==> config.mk <==
export PLATFORM = sky130hd
export DESIGN_NAME = uart_tx_feeder
export DESIGN_NICKNAME = d
export VERILOG_FILES = /design/src/rtl/uart_feeder_pkg.sv /design/src/rtl/sync_fifo.sv /design/src/rtl/uart_tx_feeder.sv
export SDC_FILE = /design/constraint.sdc
export NUM_CORES = 1
export LEC_CHECK = 0
export CAP_MARGIN = 25
export CORE_MARGIN = 3
export CORE_UTILIZATION = 58
export CTS_CLUSTER_DIAMETER = 100
export DETAILED_ROUTE_END_ITERATION = 6
export PLACE_DENSITY = 0.79
export SETUP_SLACK_MARGIN = 0.15
export SYNTH_ARGS = -nofsm -noshare
export SYNTH_HDL_FRONTEND = slang
export SYNTH_HIERARCHICAL = 1
export SYNTH_SLANG_ARGS = --single-unit
==> constraint.sdc <==
create_clock -name clk -period 3.9 [get_ports clk]
set_clock_uncertainty 0.1 [all_clocks]
set_input_delay 0.78 -clock clk [delete_from_list [all_inputs] [get_ports clk]]
set_output_delay 0.78 -clock clk [all_outputs]
set_load 0.01 [all_outputs]
==> src/rtl/uart_feeder_pkg.sv <==
// Shared types and default constants for the UART transmit feeder.
package uart_feeder_pkg;

    localparam int FEEDER_DEPTH   = 8;
    localparam int FEEDER_TIMEOUT = 4;
    localparam int FEEDER_COUNT_W = 5;

    typedef enum logic [1:0] {
        ST_IDLE      = 2'd0,
        ST_START     = 2'd1,
        ST_WAIT_BUSY = 2'd2,
        ST_WAIT_DONE = 2'd3
    } feeder_state_t;

    // Bits needed to hold a countdown value 0..t (at least one bit).
    function automatic int timer_width(input int t);
        return (t < 2) ? 1 : $clog2(t + 1);
    endfunction

endpackage

==> src/rtl/sync_fifo.sv <==
// Byte FIFO with wrapping pointers and a separate occupancy counter.
// The head byte is read combinationally so the consumer can capture it
// on the same edge that it pops.
module sync_fifo
    import uart_feeder_pkg::*;
#(
    parameter int DEPTH = FEEDER_DEPTH
) (
    input  logic                      clk,
    input  logic                      rst,
    input  logic                      i_flush,
    input  logic                      i_push_valid,
    input  logic [7:0]                i_push_data,
    output logic                      o_push_ready,
    input  logic                      i_pop,
    output logic [7:0]                o_head,
    output logic [FEEDER_COUNT_W-1:0] o_count
);

    localparam int PW = $clog2(DEPTH);
    localparam logic [FEEDER_COUNT_W-1:0] FULL_COUNT = FEEDER_COUNT_W'(DEPTH);

    logic [7:0]                r_mem [DEPTH];
    logic [PW-1:0]             r_wr_ptr;
    logic [PW-1:0]             r_rd_ptr;
    logic [FEEDER_COUNT_W-1:0] r_count;
    logic                      w_push;
    logic                      w_pop;

    // Ready comes only from registered occupancy plus the flush/reset gates,
    // so a push can never land on a full FIFO.
    assign o_push_ready = !rst && !i_flush && (r_count < FULL_COUNT);
    assign w_push       = i_push_valid && o_push_ready;
    assign w_pop        = i_pop && !i_flush && (r_count != '0);
    assign o_head       = r_mem[r_rd_ptr];
    assign o_count      = r_count;

    // Storage write; contents need no reset because count gates every read.
    always_ff @(posedge clk) begin
        if (w_push) begin
            r_mem[r_wr_ptr] <= i_push_data;
        end
    end

    // Pointer and occupancy bookkeeping; flush empties the queue outright.
    always_ff @(posedge clk or posedge rst) begin
        if (rst) begin
            r_wr_ptr <= '0;
            r_rd_ptr <= '0;
            r_count  <= '0;
        end else if (i_flush) begin
            r_wr_ptr <= '0;
            r_rd_ptr <= '0;
            r_count  <= '0;
        end else begin
            if (w_push) begin
                r_wr_ptr <= r_wr_ptr + PW'(1);
            end
            if (w_pop) begin
                r_rd_ptr <= r_rd_ptr + PW'(1);
            end
            case ({w_push, w_pop})
                2'b10:   r_count <= r_count + FEEDER_COUNT_W'(1);
                2'b01:   r_count <= r_count - FEEDER_COUNT_W'(1);
                default: r_count <= r_count;
            endcase
        end
    end

endmodule

==> src/rtl/uart_tx_feeder.sv <==
// Queues upstream bytes and hands them one at a time to a UART transmitter,
// watching for the transmitter's busy handshake and flagging a missing one.
module uart_tx_feeder
    import uart_feeder_pkg::*;
#(
    parameter int DEPTH   = FEEDER_DEPTH,
    parameter int TIMEOUT = FEEDER_TIMEOUT
) (
    input  logic                      clk,
    input  logic                      rst,
    input  logic                      i_s_valid,
    input  logic [7:0]                i_s_data,
    output logic                      o_s_ready,
    input  logic                      i_flush,
    output logic                      o_tx_start,
    output logic [7:0]                o_tx_data,
    input  logic                      i_tx_busy,
    output logic [FEEDER_COUNT_W-1:0] o_fifo_count,
    output logic                      o_timeout_err,
    input  logic                      i_clear_err
);

    localparam int TW = timer_width(TIMEOUT);
    localparam logic [TW-1:0] TIMER_LOAD = TW'(TIMEOUT);

    feeder_state_t             r_state;
    logic                      r_tx_start;
    logic [7:0]                r_tx_data;
    logic [TW-1:0]             r_timer;
    logic                      r_timeout_err;
    logic                      w_pop;
    logic [7:0]                w_head;
    logic [FEEDER_COUNT_W-1:0] w_count;

    // Pop only from IDLE; a flush in the same cycle wins over the pop.
    assign w_pop = (r_state == ST_IDLE) && (w_count != '0) && !i_flush;

    sync_fifo #(
        .DEPTH (DEPTH)
    ) u_fifo (
        .clk          (clk),
        .rst          (rst),
        .i_flush      (i_flush),
        .i_push_valid (i_s_valid),
        .i_push_data  (i_s_data),
        .o_push_ready (o_s_ready),
        .i_pop        (w_pop),
        .o_head       (w_head),
        .o_count      (w_count)
    );

    assign o_tx_start    = r_tx_start;
    assign o_tx_data     = r_tx_data;
    assign o_fifo_count  = w_count;
    assign o_timeout_err = r_timeout_err;

    // Handshake FSM with registered outputs; a timeout set overrides a clear
    // in the same cycle because its assignment comes later in the block.
    always_ff @(posedge clk or posedge rst) begin
        if (rst) begin
            r_state       <= ST_IDLE;
            r_tx_start    <= 1'b0;
            r_tx_data     <= 8'h00;
            r_timer       <= '0;
            r_timeout_err <= 1'b0;
        end else begin
            if (i_clear_err) begin
                r_timeout_err <= 1'b0;
            end
            case (r_state)
                ST_IDLE: begin
                    if (w_pop) begin
                        r_tx_data  <= w_head;
                        r_tx_start <= 1'b1;
                        r_state    <= ST_START;
                    end
                end
                ST_START: begin
                    r_tx_start <= 1'b0;
                    r_timer    <= TIMER_LOAD;
                    r_state    <= ST_WAIT_BUSY;
                end
                ST_WAIT_BUSY: begin
                    if (i_tx_busy) begin
                        r_state <= ST_WAIT_DONE;
                    end else if (r_timer <= TW'(1)) begin
                        r_timer       <= '0;
                        r_timeout_err <= 1'b1;
                        r_state       <= ST_IDLE;
                    end else begin
                        r_timer <= r_timer - TW'(1);
                    end
                end
                ST_WAIT_DONE: begin
                    if (!i_tx_busy) begin
                        r_state <= ST_IDLE;
                    end
                end
                default: begin
                    r_state    <= ST_IDLE;
                    r_tx_start <= 1'b0;
                end
            endcase
        end
    end

endmodule

==> impl_results.md <==
* Switching power total at 0.0005851 W
* Most common library cell in the layout ignoring fill and taps: sky130_fd_sc_hd__edfxtp_1
* Antenna diodes at 0
* Root buffer selected by CTS: sky130_fd_sc_hd__clkbuf_8
* Final hold vios at 0
* Mapped Cells at 256
* Proportion of register bits with asynchronous set or reset after synthesis at 28.89%
* Layout overhead on the synthesized area at 14.94%
* Most frequent cells in the layout: sky130_fd_sc_hd__edfxtp_1 (64), sky130_fd_sc_hd__clkdlybuf4s50_1 (29), sky130_fd_sc_hd__dfrtp_1 (26), sky130_fd_sc_hd__nor2_1 (19), sky130_fd_sc_hd__mux4_2 (16)
* Clock tree sinks at 90
* Number of gates given a new drive strength after cts at 0
* Share of total power in the clock network at 28.1%
* Longest Clk Path Bufs at 2
* Top-level port count at 30
* Post-DP HPWL at 4.837 mm
* Final count of pins violating max slew at 0
* Setup violations, final at 0
* Clock transition at the registers of the reported paths at 0.10 ns
* Vias per inst at 6.085
* Post CTS Setup Buffer Count at 0
* Setup crit start kind: primary input
* Count of state elements after synthesis at 90
* Worst-margin pin slew at 0.8132 ns
* Total negative setup slack at 0 ns
* Chip height at 89.17 um
* Netlist cell types at 51
* Mapped Area at 0.004011 mm2
* Leak pwr at 1.642 nW
* Total global routing overflow at 0
* Proportion of total power due to net switching at 27.04%
* Syn Area/Cell at 15.67 um2
* Placement row count at 29
* WP data arrival at 2.24 ns
* Worst slew margin relative to its limit at 45.79%
* # Max-Cap Violations at 0
* Register area share after synthesis at 64.13%
* Tcrit/Tclk final at 79.91%
* Number of flops mapped to enable cells by yosys at 64
* Synthesized net count at 276
* Number of global-route vias before repair at 2,288
* Cts hold-fix bufs at 0
* Via total after detailed routing at 2,282
* Insertion delay of the later-clocked pin in the worst-skew pair at 0.36 ns
* Power per standard cell area at 469.2 mW/mm2
* Initial Util at 61.42%
* Overall power consumption at 0.002163 W
* Top achievable clock speed at 320.9 MHz
* Routability congestion estimate from global placement at 0.8371
* Post-route DRC at 0
* Die Span X at 89.17 um
* Placeable Area at 0.006531 mm2
* Global-route wire length before repair at 11.63 mm
* R2R Setup Slk at 0.95 ns
* Main synth FF type: sky130_fd_sc_hd__edfxtp_1
* Routed WL per cell at 19.35 um
* Kind of critical path: primary input to primary output
* Initial antenna violation count at 0
* First-pass DRT Iterations at 4
* Wire length after detailed routing at 7.255 mm
* Ratio of cells with drive above 1 in the final layout at 23.83%
* Die Footprint at 0.007950 mm2
* Number of antenna-violating nets in the routed design at 0
* Max FO, Critical Path at 18
* Final net count at 313
* Type of element capturing the critical path: primary output
* Power Internal at 0.001578 W
* Result of the run: complete, no violations
* Total global-route track usage at 20.21%
* Fin crit period at 3.117 ns
* Unrepaired setup endpoints after global routing: false
* Crit path required time at 3.02 ns
* Pin count of the biggest net entering global routing at 20
* Sequential fraction of design power at 54.5%
* Comb power frac at 17.4%
* H-tree depth at 3
* Total of warnings raised by yosys at 6
* CTS tree: built
* Input/output buffers at 29
* Class of the tightest hold or removal check: flop to flop
* DRC violation total after the first TritonRoute iteration at 105
* Max rail drop VDD at 0.0003057 V
* Total CTS buffers at 9
[kinds of logic after synthesis]
kind of cell / Yosys count / share of synthesized area (%)
AOI/OAI and AO/OA: 41 / 7.799
adders and majority gates: 6 / 1.871
buffers and inverters: 21 / 2.682
and+or+nand+nor: 61 / 8.235
muxes: 33 / 14.41
xor gates and xnor gates: 4 / 0.8735
DFF: 90 / 64.13
[flip-flops by register name, indices dropped and copies added, names as in the netlist]
signal / cells
u_fifo/r_rd_ptr: 3
r_state: 2
u_fifo/o_count: 5
o_timeout_err: 1
o_tx_data: 8
u_fifo/r_wr_ptr: 3
u_fifo/r_mem: 64
o_tx_start: 1
r_timer: 3
[path summary, 6_finish.rpt]
path | start | endpoint | depth (start not counted)
worst max-delay path | i_flush | o_s_ready | 4
worst min-delay path | o_tx_start | o_tx_start | 1
worst max register to register | u_fifo/o_count[1] | u_fifo/o_count[4] | 11
worst min register to register | o_tx_start | o_tx_start | 1
max in group asynchronous | rst | o_tx_data[2] | 2
min in group asynchronous | rst | u_fifo/r_rd_ptr[1] | 2
[final cells by class]
cell class | instances | area (um2)
repair buffers | 42 | 395.4
flip-flops and latches | 90 | 2572
inverters | 5 | 18.77
well taps | 77 | 96.34
clock buffers | 9 | 123.9
multi-input cells | 145 | 1331
fillers | 419 | 1921
clock inverters | 7 | 72.57
[synthesized netlist by cell type (2+ instances only)]
cell / instances / area share (%)
sky130_fd_sc_hd__edfxtp_1: 64 / 48
sky130_fd_sc_hd__dfrtp_1: 26 / 16
sky130_fd_sc_hd__nor2_1: 19 / 1.8
sky130_fd_sc_hd__mux4_2: 16 / 9.0
sky130_fd_sc_hd__nand2_1: 12 / 1.1
sky130_fd_sc_hd__mux2_2: 9 / 2.5
sky130_fd_sc_hd__a21oi_1: 8 / 1.0
sky130_fd_sc_hd__mux2_4: 7 / 2.6
sky130_fd_sc_hd__nand2b_1: 7 / 1.1
sky130_fd_sc_hd__o21ai_0: 7 / 0.87
sky130_fd_sc_hd__clkbuf_1: 6 / 0.56
sky130_fd_sc_hd__ha_1: 6 / 1.9
sky130_fd_sc_hd__buf_2: 5 / 0.62
sky130_fd_sc_hd__inv_1: 5 / 0.47
sky130_fd_sc_hd__o211ai_1: 5 / 0.94
sky130_fd_sc_hd__nor3_1: 4 / 0.50
sky130_fd_sc_hd__a21o_1: 3 / 0.56
sky130_fd_sc_hd__buf_6: 3 / 0.84
sky130_fd_sc_hd__nor2b_1: 3 / 0.47
sky130_fd_sc_hd__or2b_1: 3 / 0.56
sky130_fd_sc_hd__a311oi_1: 2 / 0.44
sky130_fd_sc_hd__buf_1: 2 / 0.19
sky130_fd_sc_hd__nand3_1: 2 / 0.25
sky130_fd_sc_hd__nor3_2: 2 / 0.50
sky130_fd_sc_hd__o41ai_1: 2 / 0.44
sky130_fd_sc_hd__xnor2_1: 2 / 0.44
sky130_fd_sc_hd__xor2_1: 2 / 0.44
[per-stage QoR]
step / cell area [um2] / utilization [%] / setup WS (ns) / instances / hold slack [ns]
6_report: 4611 / 70.59 / 0.7835 / 375 / 0.3831
5_1_grt: 4611 / 70.59 / 0.6756 / 375 / 0.4098
4_1_cts: 4596 / 70.36 / 0.7667 / 374 / 0.3884
3_5_place_dp: 4399 / 67.36 / 0.5761 / 358 / 0.3658
3_3_place_gp: 4399 / 67.36 / 0.7077 / 358 / 0.3587
2_1_floorplan: 4011 / - / 0.8262 / 256 / 0.3863
[power groups by stage]
stage / Clock (W) / Combinational [W] / Sequential, W
6_report: 0.000608 / 0.000376 / 0.00118
5_1_grt: 0.000664 / 0.000413 / 0.00119
4_1_cts: 0.000622 / 0.000381 / 0.00118
3_5_place_dp: 0 / 0.000378 / 0.00120
3_3_place_gp: 0 / 0.000369 / 0.00120
2_1_floorplan: 0 / 0.000231 / 0.00119
[worst max-delay path, cell delays in order]
cell	delay, ns
sky130_fd_sc_hd__clkdlybuf4s50_1	0.47
sky130_fd_sc_hd__buf_4	0.23
sky130_fd_sc_hd__nor3_1	0.20
sky130_fd_sc_hd__clkdlybuf4s50_1	0.57
[per-layer routing]
metal	track usage (%)	part of all wire (%)	up-vias
li1	-	-	1052
met1	28.16	45	1167
met5	0	0	-
met4	8.931	1.6	0
met2	31.01	49	52
met3	4.332	3.9	11
(Power assumes the default switching activity.)
